--- config.mk ---
export PLATFORM = sky130hd
export DESIGN_NAME = instr_fetch
export DESIGN_NICKNAME = d
export VERILOG_FILES = /design/src/rtl/fetch_pkg.sv /design/src/rtl/fetch_fifo.sv /design/src/rtl/instr_fetch.sv
export SDC_FILE = /design/constraint.sdc
export NUM_CORES = 1
export LEC_CHECK = 0
export BUFFER_PORTS_ARGS = -buffer_cell sky130_fd_sc_hd__buf_2
export CAP_MARGIN = 20
export CORE_MARGIN = 2
export CORE_UTILIZATION = 52
export DETAILED_ROUTE_END_ITERATION = 6
export GPL_TIMING_DRIVEN = 0
export PLACE_DENSITY = 0.79
export SKIP_CTS_REPAIR_TIMING = 1
export SYNTH_ARGS = -nofsm -noshare
export SYNTH_HDL_FRONTEND = slang
export SYNTH_SLANG_ARGS = --single-unit
--- constraint.sdc ---
create_clock -name clk -period 2.37 [get_ports clk]
set_clock_uncertainty 0.15 [all_clocks]
set_input_delay 0 -clock clk [delete_from_list [all_inputs] [get_ports clk]]
set_output_delay 0 -clock clk [all_outputs]
set_load 0.1 [all_outputs]
--- src/rtl/fetch_pkg.sv ---
// fetch_pkg: shared widths, reset fetch address and FSM state type for instr_fetch
package fetch_pkg;
   localparam int ADDR_W_DEF = 8;
   localparam int DATA_W_DEF = 16;
   localparam logic [7:0] RESET_ADDR = 8'h80;
   typedef enum logic [1:0] {IDLE, REQ, DRAIN} state_t;
endpackage

--- src/rtl/fetch_fifo.sv ---
// fetch_fifo: DEPTH-entry instruction buffer.
//   push/din    write an entry (ignored when full)
//   pop         drop the head entry (ignored when empty)
//   clear       empty the buffer, overriding push and pop
//   dout        head entry; full/empty/count report occupancy
module fetch_fifo
   import fetch_pkg::*;
#(
   parameter int DEPTH = 2,
   parameter int W     = 24
) (
   input  logic                   clk,
   input  logic                   rst,
   input  logic                   push,
   input  logic                   pop,
   input  logic                   clear,
   input  logic [W-1:0]           din,
   output logic [W-1:0]           dout,
   output logic                   full,
   output logic                   empty,
   output logic [$clog2(DEPTH):0] count
);
   localparam int PW = $clog2(DEPTH);
   logic [W-1:0]  mem [DEPTH];
   logic [PW-1:0] wr_q, wr_d, rd_q, rd_d;
   logic [PW:0]   cnt_q, cnt_d;
   logic          do_push, do_pop;
   always_comb begin
      do_push = push && !full && !clear;
      do_pop  = pop && !empty && !clear;
      wr_d    = clear ? '0 : wr_q + PW'(do_push);
      rd_d    = clear ? '0 : rd_q + PW'(do_pop);
      cnt_d   = clear ? '0 : cnt_q + (PW+1)'(do_push) - (PW+1)'(do_pop);
   end
   always_ff @(posedge clk or negedge rst) begin
      if (!rst) begin
         wr_q  <= '0;
         rd_q  <= '0;
         cnt_q <= '0;
      end else begin
         wr_q  <= wr_d;
         rd_q  <= rd_d;
         cnt_q <= cnt_d;
      end
   end
   // storage is deliberately left out of reset; only pointers and count matter
   always_ff @(posedge clk) begin
      if (do_push) mem[wr_q] <= din;
   end
   assign dout  = mem[rd_q];
   assign full  = cnt_q == (PW+1)'(DEPTH);
   assign empty = cnt_q == '0;
   assign count = cnt_q;
endmodule

--- src/rtl/instr_fetch.sv ---
// instr_fetch: fetches one instruction per accepted PC into a small buffer.
//   pc_*   fetch requests from the program counter (pc_ready gates acceptance)
//   mem_*  single outstanding read to instruction memory, held until mem_ack
//   ir_*   oldest buffered instruction and its address, consumed by ir_ready
//   flush  empties the buffer and discards any in-flight read
module instr_fetch
   import fetch_pkg::*;
#(
   parameter int ADDR_W = ADDR_W_DEF,
   parameter int DATA_W = DATA_W_DEF,
   parameter int DEPTH  = 2
) (
   input  logic              clk,
   input  logic              rst,
   input  logic [ADDR_W-1:0] pc_addr,
   input  logic              pc_valid,
   output logic              pc_ready,
   input  logic              flush,
   output logic              mem_req,
   output logic [ADDR_W-1:0] mem_addr,
   input  logic              mem_ack,
   input  logic [DATA_W-1:0] mem_rdata,
   output logic [DATA_W-1:0] ir,
   output logic [ADDR_W-1:0] ir_addr,
   output logic              ir_valid,
   input  logic              ir_ready
);
   state_t                    state_q, state_d;
   logic [ADDR_W-1:0]         mem_addr_q, mem_addr_d;
   logic                      push, full, empty;
   logic [ADDR_W+DATA_W-1:0]  head;
   logic [$clog2(DEPTH):0]    count;
   always_comb begin
      state_d    = state_q;
      mem_addr_d = mem_addr_q;
      push       = 1'b0;
      pc_ready   = state_q == IDLE && !full && !flush;
      case (state_q)
         IDLE:    if (pc_valid && pc_ready) begin
                     mem_addr_d = pc_addr;
                     state_d    = REQ;
                  end
         // an ack coinciding with flush completes the read but drops its data
         REQ:     if (mem_ack) begin
                     push    = !flush;
                     state_d = IDLE;
                  end else if (flush) begin
                     state_d = DRAIN;
                  end
         DRAIN:   if (mem_ack) state_d = IDLE;
         default: state_d = IDLE;
      endcase
   end
   always_ff @(posedge clk or negedge rst) begin
      if (!rst) begin
         state_q    <= IDLE;
         mem_addr_q <= ADDR_W'(RESET_ADDR);
      end else begin
         state_q    <= state_d;
         mem_addr_q <= mem_addr_d;
      end
   end
   fetch_fifo #(.DEPTH(DEPTH), .W(ADDR_W + DATA_W)) u_fifo (
      .clk   (clk),
      .rst   (rst),
      .push  (push),
      .pop   (ir_valid && ir_ready),
      .clear (flush),
      .din   ({mem_addr_q, mem_rdata}),
      .dout  (head),
      .full  (full),
      .empty (empty),
      .count (count)
   );
   assign mem_req  = state_q != IDLE;
   assign mem_addr = mem_addr_q;
   assign ir_valid = count != '0;
   // storage is not reset, so mask the head while the buffer is empty
   assign ir       = empty ? '0 : head[DATA_W-1:0];
   assign ir_addr  = empty ? '0 : head[ADDR_W+DATA_W-1 -: ADDR_W];
endmodule

# [After elaboration in Yosys (flattened, before gate mapping)]
# Memory sizes are Yosys's and may differ from the RTL's.
# Cells that the tools add are included.
# W data, S select, Z words.
[word_totals] ff_bits=14 ram_bits=48 mem_count=1
[memory_table] name="u_fifo.mem" depth=2 width=24 read_ports=1 rd_ports_with_merged_regs=0 wr=1 line="fetch_fifo.sv:24" source="logic [W-1:0] mem [DEPTH];"
[classes] n_reduce_logical=17 n_eq_ne=6 n_addsub=4 n_mux=14
[op_table] operator="$mux W16" n=1
[op_table] operator="$mux W2" n=5
[op_table] operator="$logic_and A1 B1 Y1" n=8
[op_table] operator="$mux W8" n=1
[op_table] operator="$mux W1" n=6
[op_table] operator="$pmux W2 S3" n=1
[op_table] operator="$eq A2 B2 Y1 const B" n=2
[op_table] operator="$logic_not A2 Y1" n=2
[op_table] operator="$reduce_bool A2 Y1" n=2
[op_table] operator="$logic_not A1 Y1" n=3
[op_table] operator="$ne A3 B3 Y1 const B" n=1
[op_table] operator="$reduce_and A3 Y1" n=1
[op_table] operator="$add A1 B1 Y1" n=2
[op_table] operator="$add A2 B1 Y2" n=1
[op_table] operator="$eq A2 B1 Y1 const B" n=1
[op_table] operator="$ne A2 B1 Y1 const B" n=1
[op_table] operator="$ne A2 B2 Y1 const B" n=1
[op_table] operator="$reduce_and A2 Y1" n=1
[op_table] operator="$sub A2 B1 Y2" n=1

# [Depth between registers and ports, before layout]
[logic_depth] depth_word=8 mapped_depth=7 mapped_depth_nobuf=7

# [Cells and area by module]
# Synthesis repeated with hierarchy kept, for this count alone.
[unflattened] cells_unflattened=156 area_unflattened_um2=2612.5
[modules_own_cells] module="fetch_fifo" area_each_um2=2014.4 instances=1 cells_each=98
[modules_own_cells] module="instr_fetch" area_each_um2=598.1 instances=1 cells_each=58

# [Worst setup path before layout]
# No wires, ideal clock.
[synth_path] path_kind="register -> output" startpoint="register state_q[1]" endpoint="output pc_ready" t_arrival_ns=3.003 path_stages_with_launch=3 path_slack_ns=-0.783 required_time_ns=2.220 cell_sequence="dfrtp_1 -> or2_4 -> nor3b_1"
[synth_via] elab_chain_len=3
[synth_rtl] item="from (decl)" line="instr_fetch.sv:28" source="state_t state_q, state_d;"
[synth_rtl] item="from (signal assigned)" line="instr_fetch.sv:59" source="state_q <= state_d;"
[synth_rtl] item="$logic_not A2 Y1" line="instr_fetch.sv:37" source="pc_ready = state_q == IDLE && !full && !flush;"
[synth_rtl] item="$logic_and A1 B1 Y1 (2 in a row)" line="instr_fetch.sv:37"
[synth_rtl] item="to (decl)" line="instr_fetch.sv:17" source="output logic pc_ready,"
# Every way passes these cells.

# [Final worst setup path]
[layout_path] startpoint="register u_fifo.rd_q" endpoint="output ir[10]"
[layout_via] elab_chain_len=2
[layout_rtl] item="from (decl)" line="fetch_fifo.sv:25" source="logic [PW-1:0] wr_q, wr_d, rd_q, rd_d;"
[layout_rtl] item="from (signal assigned)" line="fetch_fifo.sv:42" source="rd_q <= rd_d;"
[layout_rtl] item="$mem_v2 Z2 W24"
[layout_rtl] item="$mux W16" line="instr_fetch.sv:79" source="assign ir = empty ? '0 : head[DATA_W-1:0];"
[layout_rtl] item="to (decl)" line="instr_fetch.sv:23" source="output logic [DATA_W-1:0] ir,"
# Every way passes these cells.

==> key figures <==
Floorplan
  • Core Box Area: 0.00444 mm²
  • Initial core utilization: 0.552
  • Die ar.: 0.00529 mm²
  • Io pins: 65
  • Chip Height: 72.7 µm
  • Die X: 72.7 µm
  • Row count: 24

Critical path
  • CP endpoint kind: output pin
  • Crit path required time: 2.22 ns
  • CP Launch Type: register
  • RR Endpoint: u_fifo.mem[0][17]
  • CP Max Fanout: 10
  • Launch point of the worst reg-to-reg path: state_q[1]
  • Crit Path Class: reg -> out
  • FF-to-FF setup slack: 0.26 ns
  • Worst Path Arrival: 2.05 ns
  • Reg2Reg Depth: 4

CTS
  • Clk buf depth: 2
  • Clk_lat worst skew: 0.32 ns
  • Cts bufs inserted: 9
  • H-tree depth: 3
  • CTS sink count: 62
  • CTS root buf: clkbuf_8
  • CTS tree: built
  • Worst-path clk slew: 0.07 ns

Min path
  • Hold Path Sink: u_fifo.mem[1][8]
  • Worst hold stages: 2
  • Hold crit path type: in -> reg
  • Min-delay src: mem_rdata[8]

Global routing
  • Antenna violations before repair: 0
  • Total track usage: 0.183
  • Vias in the first global route: 1445
  • First-pass GRT wire length: 6850 µm
  • Congestion Overflow GR: 0
  • Largest net degree at the start of global routing: 25

Drt
  • Routed WL per cell: 15.7 µm
  • Post-Route WL: 5010 µm
  • Antenna viol nets, final: 0
  • DR iter-0 viols: 78
  • Via count: 1561
  • Via density: 4.89
  • DRT Pass-1 Iters: 3
  • # DRC: 0

STA
  • FMAX: 455 MHz
  • Final slew viol count: 0
  • Worst-margin pin slew: 0.642 ns
  • Max_slew headroom: 0.570
  • Setup TNS: 0 ns
  • Fin crit period: 2.20 ns
  • Final setup violation count: 0
  • Fin. Hold Viols: 0
  • WHS: 0.242 ns
  • RSZ-0062 raised after global routing: false
  • Final worst setup slack: 0.171 ns
  • Final period util: 0.928

Logic synthesis
  • Syn Inst Count: 154
  • Post-synth net total: 188
  • Yosys top cell by area: edfxtp_1
  • Ys flop type: edfxtp_1
  • FFs w/ async S/R, synth: 0.226
  • YS warnings: 0
  • Sequential fraction of the synthesis area: 0.730
  • Most frequent cell after synthesis: edfxtp_1
  • Post-synth top area share: 0.587
  • Mean Syn Cell Area: 15.9 µm²
  • Leading post-synthesis cells by cell area: edfxtp_1 59%, dfrtp_1 13%, mux2i_1 9.8%
  • Cell Area, Synth: 0.00245 mm²
  • Commonest cells in the netlist: 48 x edfxtp_1, 31 x nor2_1, 24 x mux2i_1
  • Distinct cells, synth: 22
  • Synthesized flop and latch total: 62
  • Number of synthesized flops with an enable pin: 48

Flow run
  • Max-capacitance violation count: 0

Placement
  • Routability Congestion: 0.770
  • Pre-CTS setup slack: -0.0640 ns
  • Area after DPL: 0.00289 mm²
  • IO Port Bufs: 63
  • HPWL after DPL: 3060 µm

Final layout
  • Ratio of cells with drive above 1 in the final layout: 0.434
  • Final Instance Area: 0.00344 mm²
  • Inserted Diodes: 0
  • Nets: 296
  • Synthesis-to-finish area growth: 40.0%

Pwr
  • Max VDD drop: 0.594 mV
  • Total power: 3080 µW
  • Pwr Density: 897 mW/mm²
  • Leak: 0.00142 µW

Status
  • Outcome: complete, no violations
==> kinds of logic (layout without fill, tap and decap cells) <==
kind of cell	count (synthesis)	in the layout	share of synthesized area
adders and majority gates	4	4	0.0204
xor gates and xnor gates	3	3	0.0107
and+or+nand+nor	39	39	0.0785
buffers and inverters	11	124	0.0183
muxes	32	32	0.135
DFF	62	62	0.730
AOI/OAI and AO/OA	3	3	0.00713
==> critical path, stage by stage, from the launching register on <==
cell      delay [ns]
dfrtp_1         0.32
clkbuf_1        0.35
buf_2           0.38
mux2i_1         0.15
nor2_2          0.09
buf_2           0.43
==> how the worst max path moves through the flow <==
| stage | depth (start not counted) | slack [ns] | from | endpoint |
|---|---|---|---|---|
| finish | 5 | 0.17 | u_fifo.rd_q | ir[10] |
| global route | 5 | 0.04 | u_fifo.rd_q | ir_addr[2] |
| CTS | 4 | -0.08 | u_fifo.count[1] | ir_addr[1] |
| detailed placement | 3 | -0.06 | state_q[1] | u_fifo.mem[1][11] |
| global placement | 3 | 0.004 | state_q[1] | u_fifo.mem[0][7] |
| floorplan | 2 | 0.22 | state_q[1] | pc_ready |
==> stage by stage <==
stage,utilization,instances
after floorplan,-,154
after global placement,0.650,269
after detailed placement,0.650,269
after CTS,0.691,285
after global routing,0.773,319
final,0.773,319
==> where the power goes <==
part / internal, µW / switching [µW] / leakage, µW
Combinational: 195 / 721 / 0.000718
Sequential: 1260 / 46.1 / 0.000608
Clock: 479 / 386 / 0.0000968
==> cells in the final DEF (no fill, tap or decap) <==
cell type and instances:
o21ai_0 1, clkbuf_1 3, nand2b_1 1, bufinv_16 1
mux2i_1 24, buf_2 66, clkinv_2 4, dlygate4sd3_1 32
inv_1 5, edfxtp_1 48, nor4b_4 1, clkbuf_2 2
or2_4 1, xnor2_1 1, a21oi_1 1, nor2_2 20
and4b_1 1, nor2_1 11, dfstp_2 1, nor3b_2 1
clkbuf_8 9, dfrtp_1 13, buf_16 1, nor2b_1 2
a21o_1 1, buf_8 1, xor2_1 2, mux2_2 8
and2b_1 1, ha_1 4
==> per-layer routing <==
layer / global-route usage / vias up / wire [µm]
li1: - / 763 / -
met1: 0.220 / 755 / 2020
met2: 0.296 / 37 / 2750
met3: 0.0649 / 6 / 170
met4: 0.0864 / 0 / 63
met5: 0 / - / 0
==> registers in the layout, summed over array words and instances (netlist names) <==
| register | count |
|---|---|
| u_fifo.rd_q | 1 |
| u_fifo.count | 2 |
| u_fifo.mem | 48 |
| state_q | 2 |
| u_fifo.wr_q | 1 |
| mem_addr | 8 |
==> final cells by class <==
type / count / area [µm²]
Clock inverter: 5 / 50.0
Buffer: 6 / 28.8
Inverter: 5 / 18.8
Fill cell: 296 / 1010
Sequential cell: 62 / 1790
Multi-Input combinational cell: 81 / 672
Clock buffer: 11 / 131
Timing Repair Buffer: 97 / 678
Tap cell: 52 / 65.1
No activity file was read; power rests on OpenSTA's default activity.
